## src/rtl/crypto_defs.sv

```systemverilog
// Shared definitions for the key/block RAM read and write paths:
// default geometry, FSM state encoding and the host word-swap index.
package crypto_defs;

    localparam int unsigned DEF_WORDS     = 32'd4;
    localparam int unsigned DEF_WORD_SIZE = 32'd32;
    localparam int unsigned BLOCK_SIZE    = DEF_WORD_SIZE * DEF_WORDS;
    localparam int unsigned WORD_BYTES    = DEF_WORD_SIZE / 32'd8;

    // Block holder state: EMPTY means nothing unread is held.
    typedef enum logic {
        ST_EMPTY = 1'b0,
        ST_FULL  = 1'b1
    } rd_state_e;

    // Host word k lives in storage word slot words-1-k, so host index 0 is
    // the most-significant word. The write-side RAM uses the same mapping.
    function automatic int unsigned wsel(input int unsigned k, input int unsigned words);
        return words - 32'd1 - k;
    endfunction

endpackage

```

## src/rtl/block_reader_word_sel.sv

```systemverilog
// Combinational swapped word mux: selects host word idx from a packed
// block, returning zero for an index past the last word.
module block_word_sel
    import crypto_defs::*;
#(
    parameter int unsigned WORDS     = DEF_WORDS,
    parameter int unsigned WORD_SIZE = DEF_WORD_SIZE
) (
    input  logic [WORD_SIZE*WORDS-1:0]  block,
    input  logic [$clog2(WORDS)-1:0]    idx,
    output logic [WORD_SIZE-1:0]        word
);

    localparam int unsigned IDX_W = $clog2(WORDS);

    // OR together every slot, each masked by whether it is the addressed one.
    always_comb begin
        word = {WORD_SIZE{1'b0}};
        for (int k = 0; k < WORDS; k++) begin
            word = word | (block[wsel(k, WORDS)*WORD_SIZE +: WORD_SIZE]
                           & {WORD_SIZE{idx == IDX_W'(k)}});
        end
    end

endmodule

```

## src/rtl/block_reader.sv

```systemverilog
// block_reader: holds one cipher output block and serves it to the host a
// word at a time, tracking which words were read and flagging completion.
// Optional build macro READ_CLEAR_EN: reads in FULL also wipe the word read.
module block_reader
    import crypto_defs::*;
#(
    parameter int unsigned WORDS     = DEF_WORDS,
    parameter int unsigned WORD_SIZE = DEF_WORD_SIZE
) (
    input  logic                        clk,
    input  logic                        rst_n,
    input  logic                        load,
    input  logic [WORD_SIZE*WORDS-1:0]  block_in,
    input  logic [$clog2(WORDS)-1:0]    ridx,
    input  logic                        ren,
    input  logic                        ovf_clr,
    output logic [WORD_SIZE-1:0]        rdata,
    output logic                        rvalid,
    output logic                        full,
    output logic                        done,
    output logic                        overflow,
    output logic [WORDS-1:0]            read_mask
);

    localparam int unsigned IDX_W   = $clog2(WORDS);
    localparam int unsigned BLOCK_W = WORD_SIZE * WORDS;

    rd_state_e              state_r;
    logic [BLOCK_W-1:0]     storage_r;
    logic [WORD_SIZE-1:0]   rdata_r;
    logic                   rvalid_r;
    logic                   full_r;
    logic                   done_r;
    logic                   overflow_r;
    logic [WORDS-1:0]       read_mask_r;

    logic [WORD_SIZE-1:0]   rd_word_s;
    logic                   in_range_s;
    logic [WORDS-1:0]       mask_set_s;
    logic                   mask_done_s;

    block_word_sel #(
        .WORDS     (WORDS),
        .WORD_SIZE (WORD_SIZE)
    ) u_word_sel (
        .block (storage_r),
        .idx   (ridx),
        .word  (rd_word_s)
    );

    // An index can only be out of range when WORDS is not a power of two.
    generate
        if ((32'd1 << IDX_W) == WORDS) begin : g_pow2
            assign in_range_s = 1'b1;
        end else begin : g_npow2
            assign in_range_s = (32'(ridx) < 32'(WORDS));
        end
    endgenerate

    // Mask as it would be after marking the addressed word as read.
    always_comb begin
        mask_set_s  = read_mask_r
                    | (({{(WORDS-1){1'b0}}, 1'b1} << ridx) & {WORDS{in_range_s}});
        mask_done_s = (mask_set_s == {WORDS{1'b1}});
    end

`ifdef READ_CLEAR_EN
    logic [BLOCK_W-1:0] storage_clr_s;

    // Storage with the addressed host word zeroed, used on reads in FULL.
    always_comb begin
        storage_clr_s = storage_r;
        for (int k = 0; k < WORDS; k++) begin
            storage_clr_s[wsel(k, WORDS)*WORD_SIZE +: WORD_SIZE] =
                storage_r[wsel(k, WORDS)*WORD_SIZE +: WORD_SIZE]
                & ~{WORD_SIZE{in_range_s && (ridx == IDX_W'(k))}};
        end
    end
`endif

    // Holder FSM with registered read port, mask, completion and overflow.
    always_ff @(posedge clk or negedge rst_n) begin
        if (!rst_n) begin
            state_r     <= ST_EMPTY;
            storage_r   <= {BLOCK_W{1'b0}};
            rdata_r     <= {WORD_SIZE{1'b0}};
            rvalid_r    <= 1'b0;
            full_r      <= 1'b0;
            done_r      <= 1'b0;
            overflow_r  <= 1'b0;
            read_mask_r <= {WORDS{1'b0}};
        end else begin
            // Read port: always answers from the pre-edge storage contents.
            rvalid_r <= ren;
            done_r   <= 1'b0;
            if (ren) begin
                rdata_r <= rd_word_s;
            end

            // Overflow is sticky; an overflowing load beats a clear.
            if (load && full_r) begin
                overflow_r <= 1'b1;
            end else if (ovf_clr) begin
                overflow_r <= 1'b0;
            end

            if (load) begin
                // Load wins over any concurrent read bookkeeping.
                storage_r   <= block_in;
                read_mask_r <= {WORDS{1'b0}};
                full_r      <= 1'b1;
                state_r     <= ST_FULL;
            end else begin
                case (state_r)
                    ST_EMPTY: begin
                        full_r <= 1'b0;
                    end
                    ST_FULL: begin
                        if (ren && in_range_s) begin
                            read_mask_r <= mask_set_s;
`ifdef READ_CLEAR_EN
                            storage_r   <= storage_clr_s;
`else
                            storage_r   <= storage_r;
`endif
                            if (mask_done_s) begin
                                done_r  <= 1'b1;
                                full_r  <= 1'b0;
                                state_r <= ST_EMPTY;
                            end
                        end
                    end
                    default: begin
                        state_r <= ST_EMPTY;
                        full_r  <= 1'b0;
                    end
                endcase
            end
        end
    end

    assign rdata     = rdata_r;
    assign rvalid    = rvalid_r;
    assign full      = full_r;
    assign done      = done_r;
    assign overflow  = overflow_r;
    assign read_mask = read_mask_r;

endmodule

```

## config.mk

```make
export PLATFORM = sky130hd
export DESIGN_NAME = block_reader
export DESIGN_NICKNAME = d
export VERILOG_FILES = /design/src/rtl/crypto_defs.sv /design/src/rtl/block_reader_word_sel.sv /design/src/rtl/block_reader.sv
export SDC_FILE = /design/constraint.sdc
export NUM_CORES = 1
export LEC_CHECK = 0
export CELL_PAD_IN_SITES_DETAIL_PLACEMENT = 1
export CELL_PAD_IN_SITES_GLOBAL_PLACEMENT = 2
export CORE_MARGIN = 2
export CORE_UTILIZATION = 35
export CTS_CLUSTER_SIZE = 12
export DETAILED_ROUTE_END_ITERATION = 16
export GPL_TIMING_DRIVEN = 0
export HOLD_SLACK_MARGIN = 0.12
export PLACE_DENSITY_LB_ADDON = 0.12
export SYNTH_ARGS = -nofsm -noshare
export SYNTH_HDL_FRONTEND = slang
export SYNTH_HIERARCHICAL = 1
export SYNTH_SLANG_ARGS = --single-unit
```

## constraint.sdc

```tcl
create_clock -name clk -period 1.37 [get_ports clk]
set_input_delay 0.274 -clock clk [delete_from_list [all_inputs] [get_ports clk]]
set_output_delay 0.274 -clock clk [all_outputs]
set_load 0.005 [all_outputs]
```

# Word-level counts from Yosys, hierarchy flattened
# Index checks and enable logic that the tools add are counted.
# Widths: inputs -> output; s select.
[totals]
regBits = 169
in_bits = 135
latch_bits = 0
mem_count = 0
rom_bits = 0
out_inout_bits = 40
ramBits = 0
wordCells = 48
[classes]
bitwise = 9
addsub = 0
n_reduce_logical = 7
n_mux = 17
div = 0
shift = 1
eq_ne = 6
n_mul = 0
n_lt_le_gt_ge = 0
[ops]
columns = ["operator", "n"]
rows = [
  ["$and 32x32->32", 4],
  ["$or 32x32->32", 3],
  ["$mux 1", 13],
  ["$mux 4", 3],
  ["$reduce_bool 2->1", 3],
  ["$eq 2x2->1 const B", 2],
  ["$eq 4x4->1 const B", 1],
  ["$or 4x4->4", 1],
  ["$reduce_and 2->1", 2],
  ["$shl 1x2->4 const A", 1],
  ["$ne 3x2->1 const B", 1],
  ["$ne 3x3->1 const B", 1],
  ["$eq 2x1->1 const B", 1],
  ["$logic_not 2->1", 1],
  ["$pmux 1 s2", 1],
  ["$logic_and 1x1->1", 1],
  ["$not 1->1", 1],
]

# Logic depth before layout (Yosys ltp)
[depth]
ltp_word = 7
depth_mapped = 5
ltp_nobuf = 3

# Modules after synthesis
# Netlist, hierarchy kept.
[modules_own_cells]
columns = ["mod", "area_each_um2", "seq_area_each_um2", "instances", "cells_per_inst"]
rows = [
  ["block_reader", 6459.9, 4229.1, 1, 380],
  ["block_word_sel", 818.3, 0.0, 1, 40],
]

# Least setup slack after synthesis
# OpenSTA, ideal clock, no wires.
[synth_timing]
path_type = "input to register"
start = "input port ridx[0]"
end = "register rdata_r[1] (netlist: rdata[1])"
n_path_buf = 2
required_time_ns = 1.245
setup_time_ns = 0.125
arrival_time_ns = 1.271
cell_stages = 4
setup_slack_ns = -0.026
cell_sequence = "buf_6 > buf_12 > mux4_2 > mux2_2"
[synth_via]
elab_chain_len = 5
elab_cells_between_ends = 11
classes_between = "3 x eq/ne; 7 x bitwise; 1 x reduce/logical"
[synth_rtl]
columns = ["element", "line", "rtl"]
rows = [
  ["start: declaration", "block_reader.sv:14", "input logic [$clog2(WORDS)-1:0] ridx,"],
  ["$eq 2x1->1 / $logic_not 2->1 (equally long branches)", "block_reader_word_sel.sv:21", "& {WORD_SIZE{idx == IDX_W'(k)}});"],
  ["$and 32x32->32", "block_reader_word_sel.sv:21", ""],
  ["$or 32x32->32 (2 in a row)", "block_reader_word_sel.sv:20", "word = word | (block[wsel(k, WORDS)*WORD_SIZE +: WORD_SIZE]"],
  ["$or 32x32->32 *", "block_reader_word_sel.sv:20", ""],
  ["net rd_word_s[1]", "block_reader.sv:37", "logic [WORD_SIZE-1:0] rd_word_s;"],
  ["end signal: assignment", "block_reader.sv:86", "rdata_r <= {WORD_SIZE{1'b0}};"],
  ["end signal: assignment", "block_reader.sv:97", "rdata_r <= rd_word_s;"],
  ["end: declaration", "block_reader.sv:30", "logic [WORD_SIZE-1:0] rdata_r;"],
]
# Mark *: on every way through the listed nets, which the timed path passes. The rest lies on a longest branch.
# A chain may end at the register's enable or synchronous reset.

# Worst setup path after layout
[layout_timing]
start = "register rdata_r[2] (netlist: rdata[2])"
end = "output port rdata[2]"
[layout_rtl]
columns = ["element", "line", "rtl"]
rows = [
  ["end: declaration", "block_reader.sv:17", "output logic [WORD_SIZE-1:0] rdata,"],
]
# No word-level cell between the ends.

==> out/qor.yml <==
status:
  status: "finished clean"
yosys:
  synth_compound_area_share_pct: 1.05
  synthSimpleGateAreaFrac_pct: 0.980
  synthAdderAreaFrac_pct: 0
  syn_avg_cell_area_um2: 17.3
  yosysWarnings: 6
  yosysTopAreaCell: "dfrtp_1"
  netlist_top_cells_area: "dfrtp_1 (58%), mux2_2 (20%), mux4_2 (9.3%), mux2_4 (6.6%), buf_6 (1.1%)"
  syn-num-nets: 555
  synth_top_family_by_area: "multiplexers"
  ys_seq_elements: 169
  yosysTopAreaCellShare_pct: 58.1
  synth_cell_type_count: 25
  synth-xor-area-share_pct: 0
  ys_seq_area_share_pct: 58.1
  synthCells: 420
  synth.cell_area_um2: 7280
  muxShareOfSynthArea_pct: 36.5
placement:
  port_buffers: 173
  dp_hpwl_um: 12900
  dpl-instance-area_um2: 9390
  place.gp.congestion: 0.739
clock_network:
  clk-insertion-delay-late_ns: 0.43
  cts_tree: "built"
  clkSlewWorstSetupHoldPaths_ns: 0.07
  cts_buffers: 17
  cts_max_path_buffers: 2
  cts.sinks: 169
  root_buffer: "clkbuf_16"
  htreeDepth: 4
route:
  post_drt_wl_per_cell_um: 20.6
  drt_pass1_iterations: 4
  drt_iter0_drc: 103
  antenna_left: 0
  drcViolationCount: 0
  drt_wl_total_um: 18800
  vias_per_cell: 4.89
  vias: 4451
cells_and_area:
  final_util_pct: 49.7
  drive_gt1_share_pct: 41.6
  seqCellArea_um2: 4230
  stdcell_area_um2: 10100
  insertedDiodeCount: 0
  multi_input_area_um2: 2810
  fin_nets: 763
  area_growth_pct: 38.7
  nFillCells: 1965
power:
  p_int_mw: 9.72
  clockPowerShare_pct: 37.3
  switchingPower_mw: 3.08
  p_seq_share_pct: 45.9
  power.leakage_nw: 4.27
  cellPowerDensity_nw_per_um2: 1270
  swShare_pct: 24.1
  power_mw: 12.8
  power_frac_comb_pct: 16.8
  peakVddDrop_mv: 0.818
worst_setup_path:
  crit_path_end_kind: "output port"
  arrival_ns: 1.07
  critPathLaunchType: "flop"
  critPathMaxStageDelay_ns: 0.39
  critPathMaxFanout: 2
  crit_family: "flip-flops"
  cp_num_buf_inv: 1
  cp_slowest_cell: "dfrtp_1"
  worst-setup-path-type: "reg2out"
  path_cells: "dlygate4sd2_1"
  required_ns: 1.10
global_route:
  overflow: 0
  busiest_layer: "met2"
  use_met3_pct: 4.23
  gr-usage-met1_pct: 22.3
  antenna_found_initial: 0
  grt_use_met2_pct: 31.9
  grt_max_degree: 96
  grt_pass1_wl_um: 29800
  grt_pass1_vias: 5132
  grt_usage_pct: 18.1
sta:
  fin_worst_skew_ns: 0.00933
  final_hold_viol_count: 0
  finalCriticalPeriod_ns: 1.34
  finalCritPeriodShare_pct: 97.8
  maxSlewViolCount: 0
  timing.fmax_ghz: 0.746
  tightest_slew_ns: 0.522
  relSlewSlack_pct: 65.2
  fin_setup_tns_ns: 0
  setup_viol: 0
  whs_ns: 0.229
die:
  die_x_um: 148
  core_um2: 20300
  die_y_um: 148
  dieArea_um2: 22000
  start_util_pct: 35.9
  rows: 52
  io_pins: 175
hold_path:
  hold_class: "in2reg"
run:
  max_cap_violations: 0
[flip-flops by register name, indices dropped and copies added, names as in the netlist]
name and count:
done 1, overflow 1, rvalid 1, storage_r 128
full 1, rdata 32, read_mask 4, state_r 1
[placed cells by master, fill, tap and decap left out, types with 7 or more instances in the layout]
| master | n |
|---|---|
| mux2_2 | 128 |
| clkbuf_16 | 17 |
| nor2_1 | 7 |
| dfrtp_1 | 169 |
| buf_2 | 10 |
| buf_4 | 17 |
| clkdlybuf4s50_1 | 130 |
| mux2_4 | 32 |
| buf_6 | 9 |
| dlygate4sd2_1 | 7 |
| mux4_2 | 30 |
| clkdlybuf4s15_1 | 32 |
[per-stage QoR]
step / std cells / setup WS [ns]
final: 910 / 0.0299
after floorplan: 420 / -0.0000721
after global placement: 863 / -6.94
after CTS: 908 / 0.000976
after detailed placement: 864 / -0.937
after global routing: 910 / -0.00385
[power groups by stage]
stage	registers (mW)	logic [mW]	clock network (mW)
detailed placement	5.97	2.20	0
global route	5.95	2.32	5.14
CTS	5.87	2.17	4.93
global placement	5.95	2.13	0
finish	5.87	2.15	4.77
floorplan	5.89	1.05	0
[cell families (layout without fill, tap and decap cells)]
kind of cell	count (synthesis)	in the layout
simple gates	15	15
flops	169	169
compound gates	13	13
mux	193	193
buf+inv	30	250
[repair_timing]
item	in CTS	in global routing
hold buffers	1	0
gates resized for setup	75	18
buffers inserted	12	2
setup endpoints to repair	72	141
hold endpoints to repair	74	0
gates cloned	0	0
[routing by layer]
metal	share of wire, %	routed length, µm
met5	0	0
met4	0.99	186
met3	4.1	779
met2	53	9910
met1	42	7900
[cell type report]
cell class | count | area share (%)
flip-flops and latches | 169 | 41.9
clock buffers | 18 | 4.25
well taps | 270 | 3.35
clock inverters | 13 | 1.45
inverters | 3 | 0.112
repair buffers | 189 | 18.4
plain buffers | 27 | 2.68
multi-input cells | 221 | 27.8
[path summary, 6_finish.rpt]
| check | to | slack, ns | start | depth (start not counted) |
|---|---|---|---|---|
| worst min register to register | storage_r[61]$_DFFE_PN0P_ | 0.50 | storage_r[61]$_DFFE_PN0P_ | 1 |
| worst max register to register | rdata[13]$_DFFE_PN0P_ | 0.10 | storage_r[13]$_DFFE_PN0P_ | 2 |
| min in group asynchronous | storage_r[126]$_DFFE_PN0P_ | 0.35 | rst_n | 2 |
| max in group asynchronous | storage_r[46]$_DFFE_PN0P_ | 0.18 | rst_n | 3 |
| worst min-delay path | read_mask[1]$_DFFE_PN0P_ | 0.23 | ridx[0] | 3 |
| worst max-delay path | rdata[2] | 0.03 | rdata[2]$_DFFE_PN0P_ | 1 |
[cells in the mapped netlist]
cell type and n:
dfrtp_1 169, mux2_2 128, mux2_4 32, mux4_2 30, buf_2 13, buf_6 7, nor2_1 7, a21oi_1 6
buf_12 3, buf_4 3, inv_1 3, nand2_1 3, mux4_1 2, o21ai_0 2, o31ai_1 2, a31oi_1 1
and3_1 1, and3b_1 1, clkbuf_1 1, mux2i_1 1, nand2b_1 1, nand3_1 1, nand3b_1 1, o211ai_1 1
o21a_1 1
Note: power is estimated with default switching activity, not from simulation.
